### src/rtl/freq_bcd_conv.sv
// rtl/freq_bcd_conv.sv - sequential double-dabble converter from meter frequency to packed BCD
module freq_bcd_conv #(
  parameter int DATA_WIDTH = 9,
  parameter int DIGITS     = 3
) (
  input  logic                  ref_clk_i,
  input  logic                  rst_meas_clk,
  input  logic [DATA_WIDTH-1:0] freq_i,
  output logic [4*DIGITS-1:0]   bcd_o,
  output logic                  bcd_valid_o,
  input  logic                  bcd_ready_i,
  output logic                  busy_o
);

  localparam int CNT_W = $clog2(DATA_WIDTH + 1);
  localparam int CAT_W = 4 * DIGITS + DATA_WIDTH;

  typedef enum logic [1:0] {
    IDLE  = 2'd0,
    SHIFT = 2'd1,
    OUT   = 2'd2
  } state_t;

  state_t                state, state_next;
  logic [DATA_WIDTH-1:0] last_conv, last_conv_next;
  logic [DATA_WIDTH-1:0] bin_sr, bin_sr_next;
  logic [4*DIGITS-1:0]   bcd_acc, bcd_acc_next;
  logic [CNT_W-1:0]      bit_cnt, bit_cnt_next;
  logic [4*DIGITS-1:0]   bcd_next;
  logic                  valid_next;

  logic [4*DIGITS-1:0]   acc_adj;
  logic [CAT_W-1:0]      shifted;

  // One double-dabble iteration: add 3 to every digit >= 5, then shift the pair left
  always_comb begin
    acc_adj = bcd_acc;
    for (int d = 0; d < DIGITS; d++) begin
      if (bcd_acc[4*d +: 4] >= 4'd5) begin
        acc_adj[4*d +: 4] = bcd_acc[4*d +: 4] + 4'd3;
      end
    end
    shifted = {acc_adj, bin_sr} << 1;
  end

  // Next-state and datapath updates; only a value differing from the last capture starts work
  always_comb begin
    state_next     = state;
    last_conv_next = last_conv;
    bin_sr_next    = bin_sr;
    bcd_acc_next   = bcd_acc;
    bit_cnt_next   = bit_cnt;
    bcd_next       = bcd_o;
    valid_next     = bcd_valid_o;
    case (state)
      IDLE: begin
        if (freq_i != last_conv) begin
          last_conv_next = freq_i;
          bin_sr_next    = freq_i;
          bcd_acc_next   = '0;
          bit_cnt_next   = CNT_W'(DATA_WIDTH);
          state_next     = SHIFT;
        end
      end
      SHIFT: begin
        bcd_acc_next = shifted[CAT_W-1:DATA_WIDTH];
        bin_sr_next  = shifted[DATA_WIDTH-1:0];
        bit_cnt_next = bit_cnt - CNT_W'(1);
        if (bit_cnt == CNT_W'(1)) begin
          bcd_next   = shifted[CAT_W-1:DATA_WIDTH];
          valid_next = 1'b1;
          state_next = OUT;
        end
      end
      OUT: begin
        if (bcd_valid_o && bcd_ready_i) begin
          valid_next = 1'b0;
          state_next = IDLE;
        end
      end
      default: begin
        state_next = IDLE;
        valid_next = 1'b0;
      end
    endcase
  end

  // State and datapath registers; reset aborts any conversion in flight
  always_ff @(posedge ref_clk_i or posedge rst_meas_clk) begin
    if (rst_meas_clk) begin
      state       <= IDLE;
      last_conv   <= '0;
      bin_sr      <= '0;
      bcd_acc     <= '0;
      bit_cnt     <= '0;
      bcd_o       <= '0;
      bcd_valid_o <= 1'b0;
    end else begin
      state       <= state_next;
      last_conv   <= last_conv_next;
      bin_sr      <= bin_sr_next;
      bcd_acc     <= bcd_acc_next;
      bit_cnt     <= bit_cnt_next;
      bcd_o       <= bcd_next;
      bcd_valid_o <= valid_next;
    end
  end

  assign busy_o = (state != IDLE);

endmodule

### config.mk
export PLATFORM = sky130hd
export DESIGN_NAME = freq_bcd_conv
export DESIGN_NICKNAME = d
export VERILOG_FILES = /design/src/rtl/freq_bcd_conv.sv
export SDC_FILE = /design/constraint.sdc
export NUM_CORES = 1
export LEC_CHECK = 0
export ABC_AREA = 1
export CORE_MARGIN = 3
export CORE_UTILIZATION = 30
export DETAILED_ROUTE_END_ITERATION = 6
export PLACE_DENSITY = 0.54
export SLEW_MARGIN = 0
export SYNTH_ARGS = -nofsm -noshare
export SYNTH_HDL_FRONTEND = slang
export SYNTH_SLANG_ARGS = --single-unit
### constraint.sdc
create_clock -name ref_clk_i -period 2 [get_ports ref_clk_i]
set_input_delay 0.4 -clock ref_clk_i [delete_from_list [all_inputs] [get_ports ref_clk_i]]
set_output_delay 0.4 -clock ref_clk_i [all_outputs]
set_load 0.01 [all_outputs]
# == Yosys cells after proc, flatten, opt, wreduce, memory -nomap -nowiden ==
# Cells that the tools add are included.
# op_classes
addsub,4
magnitude_cmp,3
eq_ne,7
n_mux,16
bitwise,1
reduce_logical,9
# op_table
op,n
12-bit one-hot mux with 2 select lines,1
9-bit one-hot mux with 2 select lines,1
"4-bit by 3-bit greater-or-equal comparator with 1-bit output, second input constant",3
12-bit two-way mux,1
4-bit two-way mux,3
9-bit two-way mux,1
9-bit != test,1
"4-bit by 2-bit adder with 4-bit output, second input constant",2
4-bit one-hot mux with 2 select lines,1
2-bit two-way mux,3
"2-bit != test, second input constant",3
2-bit one-hot mux with 3 select lines,1
2-bit AND reduction,3
3-bit AND reduction,2
"4-bit by 1-bit == test with 1-bit output, second input constant",1
2-bit nonzero test,2
"4-bit by 1-bit subtractor with 4-bit output, second input constant",1
"3-bit by 2-bit adder with 3-bit output, second input constant",1
3-bit two-way mux,1
1-bit one-hot mux with 3 select lines,1
"2-bit by 1-bit == test with 1-bit output, second input constant",1
"2-bit == test, second input constant",1
2-bit zero test,1
1-bit two-way mux,2
other kinds (2),2
# totals
regBits,49
inputBits,12
output_inout_bits,14
elab_cells,47

# == Depth between registers and ports, before layout ==
# depth
word_depth,3
ltp_mapped,11
depth_no_buf,11

# == Worst setup path before layout ==
# OpenSTA, ideal clock, no wires.
# synth_timing
kind,register -> register
from,register bcd_acc[4]
to,register bcd_acc[6]
setup_ps,65
arrival_ps,1376
t_required_ps,1935
slack_ps,559
path_stages_with_launch,10
path_buffers,0
synth_period_minus_slack_ps,1441
cell_sequence,dfrtp_1 > inv_1 > ha_1 > inv_1 > o21ai_0 > nand2_1 > nand2_1 > o21ai_0 > or2_2 > nand2_1
# synth_between
elab_chain_cells,3
word_cells_on_any_way,4
cone_classes,1 x add/sub; 1 x order compare; 2 x mux
# synth_rtl
element,line,rtl
"start, declared",27,"logic [4*DIGITS-1:0] bcd_acc, bcd_acc_next;"
"start signal, assigned",102,bcd_acc <= bcd_acc_next;
4-bit by 2-bit adder with 4-bit output or 4-bit by 3-bit greater-or-equal comparator with 1-bit output (tied branches),"40, 39",
4-bit two-way mux (*),39,if (bcd_acc[4*d +: 4] >= 4'd5) begin
12-bit one-hot mux with 2 select lines (*),55,case (state)
# Every way passes the cells marked *; elsewhere a longest branch is shown, timed or not.
# A chain may end at the register's enable or synchronous reset.

# == Final worst setup path ==
# layout_timing
from,register state[1]
to,output port busy_o
# layout_between
elab_chain_cells,1
# layout_rtl
element,line,rtl
"start, declared",24,"state_t state, state_next;"
"start signal, assigned",99,state <= state_next;
2-bit nonzero test,109,assign busy_o = (state != IDLE);
"end, declared",12,output logic busy_o
# No other way between the ends.

==> impl_metrics.yaml <==
sta:
  rsz0062_at_grt: "false"
  relSlewSlack_pct: 80.23
  fmax_mhz: 537.8
  worst_slack_ns: 0.1407
  hold_viol: 0
  setup_tns_ns: 0
  setup_violations: 0
  min_period_ns: 1.859
  clock_skew_ns: 0.008734
  final.period_utilization_pct: 92.97
  final-max-slew-violation-count: 0
  worst-slew-pin-transition_ns: 0.2934
final_layout:
  nNetsFinal: 360
  drive_above_1_share_pct: 8.504
  final_cell_mix: "nand2_1 (118), dfrtp_1 (49), inv_1 (28), nand3_1 (28)"
  area_growth_pct: 19.48
  final_common_cell: "nand2_1"
  fillers: 816
  antenna_cells: 0
setup_path:
  rrSetupSlack_ns: 0.31
  cp_data_required_time_ns: 1.60
  reg2reg_from: "bcd_acc[4]$_DFFE_PP0P_"
  crit_type: "reg2out"
  r2r_cells: 9
  critPathCaptureType: "output pin"
  r2r_end: "bcd_acc[6]$_DFFE_PP0P_"
  start_kind: "flip-flop"
  worst-path-max-fanout: 4
  crit_arrival_ns: 1.46
drt:
  wl_met3_um: 143
  met1_length_um: 2443
  firstDrtPassIters: 4
  wl_met2_um: 2542
  wl_per_cell_um: 11.65
  drt_wl_total_um: 5163
  vias: 1986
  top_layer: "met4"
  drtAntennaViolNets: 0
  vias_per_cell: 4.483
  drc_errors: 0
  dr.first_iter.drc_count: 124
power_and_ir_drop:
  powerDensity_nw_per_um2: 1708
  peakVddDrop_uv: 419.7
  leakagePower_nw: 1.525
cts:
  path_clk_slew_ns: 0.10
  clk_latency_ns: 0.30
  h-tree-depth: 2
  clockBufferDepth: 2
  cts_resized: 0
  postCtsHoldBufs: 0
  post-cts-setup-buffer-count: 0
  cts_tree: "built"
  cts_sinks: 49
  cts-root-buf: "clkbuf_8"
  numCtsBuffers: 5
hold_path:
  hp-class: "in2async"
placement:
  post-dp-hpwl_um: 3536
  dp_slack_ns: 0.08131
  port_buffers: 25
  gp_congestion: 0.7600
global_route:
  grt_max_degree: 50
  overflow: 0
  antenna_found_initial: 0
  grt_pass1_wl_um: 9328
  grt_pass1_vias: 2076
  grtUsageTotal_pct: 11.66
logic_synthesis:
  syn_area_per_cell_um2: 8.054
  synthFlopType: "dfrtp_1"
  synth_edf_count: 0
  seq_area_frac_synth_pct: 48.95
  syn-num-nets: 331
  yosysUniqueCellTypes: 24
  async_flop_share_pct: 100.0
  syn_area_um2: 2505
  syn_inst: 311
  synth_warnings: 0
  synth-seq-cells: 49
job:
  maxCapViolations: 0
floorplanning:
  initial_core_util_pct: 31.60
  die_h_um: 97.38
  coreArea_um2: 7928
  die_w_um: 97.38
  core.rowCount: 32
  ioPinCount: 26
  die_area_um2: 9482
outcome:
  status: "complete, no violations"
report_power, final:
group          internal (W)  switching, W  leakage, nW  total, W
registers           0.00148      0.000350        0.613   0.00183
logic               0.00108       0.00147        0.858   0.00256
clock network      0.000375      0.000353       0.0543  0.000728
total               0.00294       0.00218         1.53   0.00511
layout make-up:
cell class	instances	area (µm²)	share of cell area (%)
timing repair buffer	32	327.8	10.95
inverter	31	116.4	3.888
clock inverter	3	46.29	1.547
clock buffer	5	68.82	2.299
sequential	49	1226	40.97
tap	102	127.6	4.264
multi-input combinational	221	1080	36.08
Yosys cell counts, types with 3 or more instances:
master     n  area [µm²]
a21oi_1    9       45.04
buf_6      6       67.56
dfrtp_1   49        1226
ha_1       8       100.1
inv_1     29       108.9
nand2_1  118       442.9
nand3_1   28       140.1
nor2_1     5       18.77
o21ai_0   25       125.1
o21ai_1    7       35.03
or2_2      5       31.28
xnor2_1    4       35.03
xor2_1     3       26.28
metrics by stage:
stage          hold slack [ns]  power (W)  cell area (µm²)  std cells  utilization (%)
6_report                0.4499   0.005112             2993        443            37.75
5_1_grt                 0.4830   0.005689             2993        443            37.75
4_1_cts                 0.4553   0.005194             2993        443            37.75
3_5_place_dp            0.4664   0.004449             2878        435            36.30
3_3_place_gp            0.4536   0.004398             2878        435            36.30
2_1_floorplan           0.4622   0.003681             2505        311                -
cells by family (layout without fill, tap and decap cells):
| kind of cell | after synthesis | in the layout | share of synthesized area [%] |
|---|---|---|---|
| fa+ha+maj | 8 | 8 | 3.996 |
| xor+xnor | 7 | 7 | 2.448 |
| flops | 49 | 49 | 48.95 |
| compound gates | 41 | 41 | 8.192 |
| buf+inv | 41 | 71 | 7.942 |
| simple gates | 165 | 165 | 28.47 |
routing by layer:
| layer | global-route usage [%] | vias up |
|---|---|---|
| met4 | 2.982 | 0 |
| met1 | 14.23 | 928 |
| met3 | 2.441 | 2 |
| li1 | - | 1033 |
| met5 | 0 | - |
| met2 | 20.82 | 23 |
state kept, by name, indices dropped and copies added, names as in the netlist:
register,flops
bcd_acc,12
bcd_o,12
bin_sr,9
last_conv,9
bit_cnt,4
state,2
bcd_valid_o,1
worst max path at each step:
stage                     slack, ns                 start  cells past startpoint                       end
after detailed placement       0.08             freq_i[5]                     10  last_conv[5]$_DFFE_PP0P_
after floorplan                0.43          rst_meas_clk                      1    bcd_acc[0]$_DFFE_PP0P_
after global placement         0.12             freq_i[5]                     10  last_conv[5]$_DFFE_PP0P_
after CTS                      0.11  state[1]$_DFFE_PP0P_                      3                    busy_o
after global routing           0.04  state[1]$_DFFE_PP0P_                      3                    busy_o
final                          0.14  state[1]$_DFFE_PP0P_                      3                    busy_o
worst max-delay path, stage by stage, from the launching register on:
cell             delay [ns]
dfrtp_1                0.46
nor2_1                 0.18
inv_1                  0.06
clkdlybuf4s50_1        0.47
(Power assumes the default switching activity.)
